===== config.mk =====
export PLATFORM = sky130hd
export DESIGN_NAME = dmem_arbiter
export DESIGN_NICKNAME = d
export VERILOG_FILES = /design/src/rtl/dmem_arbiter.sv
export SDC_FILE = /design/constraint.sdc
export NUM_CORES = 1
export LEC_CHECK = 0
export BUFFER_PORTS_ARGS = -buffer_cell sky130_fd_sc_hd__buf_4
export CAP_MARGIN = 20
export CORE_ASPECT_RATIO = 1.1
export CORE_MARGIN = 2
export CORE_UTILIZATION = 42
export DETAILED_ROUTE_END_ITERATION = 8
export GPL_ROUTABILITY_DRIVEN = 0
export GPL_TIMING_DRIVEN = 0
export PLACE_DENSITY_LB_ADDON = 0.3
export SETUP_SLACK_MARGIN = 0.05
export SLEW_MARGIN = 20
export SYNTH_ARGS = -nofsm -noshare
export SYNTH_HDL_FRONTEND = slang
export SYNTH_SLANG_ARGS = --single-unit

===== constraint.sdc =====
create_clock -name clk -period 1.5 [get_ports clk]
set_input_delay 0.075 -clock clk [delete_from_list [all_inputs] [get_ports clk]]
set_output_delay 0.075 -clock clk [all_outputs]
set_load 0.01 [all_outputs]

===== src/rtl/dmem_arbiter.sv =====
// Two-port arbiter in front of a single-port data RAM: the pipeline M-stage
// and a debug/loader port share the RAM. Round-robin between the two, with a
// debug lock mode that is bounded by MAX_HOLD while the pipeline is waiting.
module dmem_arbiter #(
  parameter int unsigned AW       = 5,
  parameter int unsigned DW       = 32,
  parameter int unsigned MAX_HOLD = 4
) (
  input  logic          clk,
  input  logic          reset,
  // pipeline port
  input  logic          p_req,
  input  logic          p_we,
  input  logic [AW-1:0] p_addr,
  input  logic [DW-1:0] p_wdata,
  output logic          p_stall,
  output logic          p_rvalid,
  output logic [DW-1:0] p_rdata,
  // debug / loader port
  input  logic          d_req,
  input  logic          d_we,
  input  logic [AW-1:0] d_addr,
  input  logic [DW-1:0] d_wdata,
  input  logic          d_lock,
  output logic          d_gnt,
  output logic          d_rvalid,
  output logic [DW-1:0] d_rdata,
  // RAM command
  output logic          ram_en,
  output logic          ram_we,
  output logic [AW-1:0] ram_addr,
  output logic [DW-1:0] ram_wdata,
  input  logic [DW-1:0] ram_rdata
);

  localparam int unsigned HW = $clog2(MAX_HOLD + 1);

  typedef enum logic [1:0] {
    IDLE   = 2'd0,
    LAST_P = 2'd1,
    LAST_D = 2'd2,
    LOCK_D = 2'd3
  } state_e;

  state_e          state_q;
  logic [HW-1:0]   hold_cnt_q;
  logic            p_tag_q;
  logic            d_tag_q;
  logic [DW-1:0]   p_rdata_q;
  logic [DW-1:0]   d_rdata_q;

  logic            p_gnt_c;
  logic            d_gnt_c;
  logic [HW-1:0]   hold_nx_c;

  // Grant decision for the current cycle; IDLE and an expired lock behave as LAST_D
  always_comb begin
    p_gnt_c = 1'b0;
    d_gnt_c = 1'b0;
    if (reset) begin
      if (state_q == LOCK_D && d_req && d_lock) begin
        d_gnt_c = 1'b1;
      end else if (p_req && d_req) begin
        if (state_q == LAST_P) d_gnt_c = 1'b1;
        else                   p_gnt_c = 1'b1;
      end else if (p_req) begin
        p_gnt_c = 1'b1;
      end else if (d_req) begin
        d_gnt_c = 1'b1;
      end
    end
  end

  // Locked-grant counter value after this cycle, saturating at MAX_HOLD
  always_comb begin
    hold_nx_c = hold_cnt_q;
    if (p_req && hold_cnt_q < HW'(MAX_HOLD)) hold_nx_c = hold_cnt_q + HW'(1);
  end

  // RAM command mux driven by the winner; all zero when nobody is granted
  always_comb begin
    ram_en    = p_gnt_c | d_gnt_c;
    ram_we    = 1'b0;
    ram_addr  = '0;
    ram_wdata = '0;
    if (d_gnt_c) begin
      ram_we    = d_we;
      ram_addr  = d_addr;
      ram_wdata = d_wdata;
    end else if (p_gnt_c) begin
      ram_we    = p_we;
      ram_addr  = p_addr;
      ram_wdata = p_wdata;
    end
  end

  // Port-facing status and read return; forced to zero while in reset
  always_comb begin
    p_stall  = reset & p_req & ~p_gnt_c;
    d_gnt    = d_gnt_c;
    p_rvalid = reset & p_tag_q;
    d_rvalid = reset & d_tag_q;
    p_rdata  = '0;
    d_rdata  = '0;
    if (reset) begin
      p_rdata = p_tag_q ? ram_rdata : p_rdata_q;
      d_rdata = d_tag_q ? ram_rdata : d_rdata_q;
    end
  end

  // Arbitration state, lock hold counter, read tags and read-data hold registers
  always_ff @(posedge clk) begin
    if (!reset) begin
      state_q    <= IDLE;
      hold_cnt_q <= '0;
      p_tag_q    <= 1'b0;
      d_tag_q    <= 1'b0;
      p_rdata_q  <= '0;
      d_rdata_q  <= '0;
    end else begin
      p_tag_q <= p_gnt_c & ~p_we;
      d_tag_q <= d_gnt_c & ~d_we;
      if (p_tag_q) p_rdata_q <= ram_rdata;
      if (d_tag_q) d_rdata_q <= ram_rdata;

      if (p_gnt_c) begin
        state_q    <= LAST_P;
        hold_cnt_q <= '0;
      end else if (d_gnt_c) begin
        if (d_lock && !(p_req && hold_nx_c >= HW'(MAX_HOLD))) begin
          state_q    <= LOCK_D;
          hold_cnt_q <= hold_nx_c;
        end else begin
          // unlocked grant, or the waiting pipeline has used up the hold budget
          state_q    <= LAST_D;
          hold_cnt_q <= '0;
        end
      end
    end
  end

endmodule


==> metrics.yaml <==
final_layout:
  fillers: 480
  final_util: 0.793
  design_area_mm2: 0.00592
  layout.cells.non_filler: 673
  regArea_mm2: 0.00143
  multiInputGateArea_mm2: 0.00171
  insertedDiodeCount: 0
  final_layout_net_count: 678
  layout-area-overhead-vs-synth_pct: 83.6
  drive_gt1_frac: 0.553
sta:
  timing.final.crit_share: 1.24
  final-setup-viol-count: 50
  fmaxAchievable_mhz: 539
  worst_slew_margin_rel: 0.730
  unrepaired_setup_endpoints_after_global_routing: "true"
  postLayoutSetupSlackWorst_ns: -0.356
  max_slew.worst_pin.slew_ns: 0.404
  finalHoldViolCount: 0
  holdWs_ns: 0.0465
  skew_ns: 0.0101
  layout_min_cycle_time_ns: 1.86
  slew_viol_final: 0
place:
  placed_cell_area_mm2: 0.00499
  port_buffers: 218
  placed_cell_count: 624
  hpwlAfterDp_mm: 8.18
power_and_ir_drop:
  vdd.ir_drop.worst_v: 0.000620
  cellPowerDensity_mw_per_mm2: 793
  power_mw: 4.70
  reported_leakage_power_nw: 2.64
floorplan:
  initial_core_util: 0.432
  die_height_um: 95.9
  io-pin-count: 220
  dieArea_mm2: 0.00840
  core_area_mm2: 0.00747
  floorplan.rows: 33
  die-width_um: 87.6
flow_run:
  cap_viol_max_count: 0
route:
  post_detailed_route_via_to_cell_ratio: 5.06
  drtPass1Iterations: 4
  drtIter0Drc: 67
  wl_mm: 11.9
  routed-via-count: 3404
  drtAntennaViolNets: 0
  drcViolationCount: 0
  avgRoutedWirePerCell_um: 17.7
synthesis:
  netlist_area_mm2: 0.00323
  syn-instance-count: 301
  synth_top_area_cell: "sky130_fd_sc_hd__dfxtp_1"
  yosysWarnings: 0
  yosysSeqAreaShare: 0.440
  synth_fp_nets: 415
  synth_top_area_frac: 0.440
  ys_seq_elements: 71
  yosys-top-cells-area: "sky130_fd_sc_hd__dfxtp_1 44%, sky130_fd_sc_hd__mux2i_1 20%, sky130_fd_sc_hd__nor2b_1 13%, sky130_fd_sc_hd__a32o_1 12%, sky130_fd_sc_hd__buf_2 2.8%"
  synth.lib_cells_used.distinct: 28
  syn_area_per_cell_um2: 10.7
cts:
  worst_setup_hold_path_clk_slew_ns: 0.07
  cts_buffers: 9
  clock_tree.buffer_depth: 2
  clk_root_buffer_cell: "sky130_fd_sc_hd__clkbuf_8"
  clk-insertion-delay-late_ns: 0.34
  cts_max_level: 3
  cts.sinks: 71
  cts_tree: "yes"
setup_path:
  rrSetupSlack_ns: 0.06
  regToRegEndpoint: "p_tag_q"
  cp_data_arrival_time_ns: 1.78
  endpoint_required_time_on_the_critical_path_ns: 1.42
  r2r_cells: 6
  timing.setup.critical_path_class: "reg -> out"
  worst-path-max-fanout: 5
  crit_path_start_kind: "flop"
  regToRegStartpoint: "state_q[1]"
  setup.worst_path.end_class: "primary output"
global_route:
  grt_max_degree: 12
  initial_antenna_violation_count: 0
  first_global_vias: 3264
  grt-ovfl-total: 0
  wire_length_of_the_first_global_routing_pass_mm: 15.6
  grt_use_total: 0.241
run_status:
  result_of_the_run: "finished, violations left"
  violations: "negative setup slack"
hold_path:
  hold_class: "in -> reg"
  holdPathEnd: "p_rdata_q[24]"
  hold_path_startpoint: "ram_rdata[24]"
  min_delay_path_depth: 3
critical path, cell delays in order, from the launching register on:
cell and delay [ns]:
sky130_fd_sc_hd__dfxtp_2 0.32, sky130_fd_sc_hd__nor2b_4 0.13, sky130_fd_sc_hd__o311a_4 0.37, sky130_fd_sc_hd__buf_6 0.14, sky130_fd_sc_hd__clkbuf_16 0.14, sky130_fd_sc_hd__a32o_2 0.23, sky130_fd_sc_hd__buf_6 0.12
registers in the layout, summed over array words and instances (netlist names):
register    cells
state_q         2
p_rdata_q      32
d_tag_q         1
d_rdata_q      32
p_tag_q         1
hold_cnt_q      3
cells in the mapped netlist:
cell                       number
sky130_fd_sc_hd__or4b_1         1
sky130_fd_sc_hd__o21a_1         1
sky130_fd_sc_hd__o31ai_1        3
sky130_fd_sc_hd__nor4bb_1       1
sky130_fd_sc_hd__nand4b_1       1
sky130_fd_sc_hd__and4_1         1
sky130_fd_sc_hd__buf_2         18
sky130_fd_sc_hd__and3b_1        2
sky130_fd_sc_hd__a31oi_1        1
sky130_fd_sc_hd__a32o_1        38
sky130_fd_sc_hd__nand2b_1       1
sky130_fd_sc_hd__ha_1           1
sky130_fd_sc_hd__clkbuf_1      10
sky130_fd_sc_hd__dfxtp_1       71
sky130_fd_sc_hd__nor3_1         1
sky130_fd_sc_hd__nor2b_1       66
sky130_fd_sc_hd__a32oi_1        1
sky130_fd_sc_hd__and2_1         4
sky130_fd_sc_hd__inv_2          2
sky130_fd_sc_hd__or4_1          1
sky130_fd_sc_hd__mux2i_1       64
sky130_fd_sc_hd__a21oi_1        3
sky130_fd_sc_hd__nand2_1        2
sky130_fd_sc_hd__o21ai_1        1
sky130_fd_sc_hd__o21ai_0        1
sky130_fd_sc_hd__inv_1          1
sky130_fd_sc_hd__o311a_1        1
sky130_fd_sc_hd__buf_6          3
per-layer routing:
metal	part of all wire	routed length, µm	vias to the layer above	GRT usage
li1	-	-	1628	-
met5	0	0	-	0
met4	0.017	205	0	0.0769
met3	0.050	594	15	0.0626
met1	0.39	4690	1625	0.273
met2	0.54	6410	136	0.438
power breakdown:
group | leakage (nW) | total (mW) | switching (mW) | internal [mW]
clock | 0.109 | 1.63 | 0.659 | 0.967
combinational | 1.95 | 1.11 | 0.447 | 0.658
sequential | 0.578 | 1.97 | 0.0266 | 1.94
layout make-up:
cell class,instances,area share
sequential,71,0.242
multi-input combinational,196,0.289
inverter,3,0.00190
tap,105,0.0222
buffer,28,0.0418
clock buffer,11,0.0239
clock inverter,4,0.0118
timing repair buffer,255,0.368
kinds of logic after synthesis:
logic type,count (synthesis),share of synthesized area
muxes,64,0.199
buffers and inverters,34,0.0535
DFF,71,0.440
adders and majority gates,1,0.00388
AOI/OAI and AO/OA,50,0.143
and+or+nand+nor,81,0.161
layout by cell type (no fill, tap or decap), types with 3 or more instances in the layout:
cell                          n
sky130_fd_sc_hd__buf_6       32
sky130_fd_sc_hd__buf_2        9
sky130_fd_sc_hd__clkbuf_16    7
sky130_fd_sc_hd__a21oi_1      3
sky130_fd_sc_hd__mux2i_2      3
sky130_fd_sc_hd__o31ai_1      3
sky130_fd_sc_hd__dfxtp_1     67
sky130_fd_sc_hd__a32o_1      27
sky130_fd_sc_hd__and2_1       4
sky130_fd_sc_hd__mux2i_1     59
sky130_fd_sc_hd__nor2b_1     63
sky130_fd_sc_hd__buf_4      215
sky130_fd_sc_hd__buf_12       8
sky130_fd_sc_hd__a32o_2      11
sky130_fd_sc_hd__clkbuf_1     9
sky130_fd_sc_hd__clkbuf_8    10
timing repair:
item,in CTS,in global routing
pin swaps,6,10
hold buffers,2,0
cloned,1,7
setup endpoints to repair,106,85
hold endpoints to repair,2,0
gates resized for setup,60,32
buffers inserted,7,20
how the worst max path moves through the flow:
stage / endpoint / depth (start not counted) / slack [ns] / startpoint
finish: ram_wdata[13] / 6 / -0.36 / state_q[1]
global route: ram_wdata[11] / 6 / -0.41 / state_q[1]
CTS: ram_wdata[9] / 7 / -0.43 / state_q[1]
detailed placement: ram_wdata[28] / 6 / -0.12 / state_q[1]
global placement: ram_wdata[8] / 7 / -0.11 / state_q[1]
floorplan: ram_wdata[10] / 6 / 0.09 / state_q[1]
per-stage QoR:
| stage | TNS [ns] | setup WS (ns) |
|---|---|---|
| after global routing | -16.70 | -0.409 |
| after global placement | -1.80 | -0.114 |
| after detailed placement | -1.92 | -0.117 |
| after floorplan | 0 | 0.0933 |
| final | -12.07 | -0.356 |
| after CTS | -14.50 | -0.427 |
Note: power is estimated with default switching activity, not from simulation.
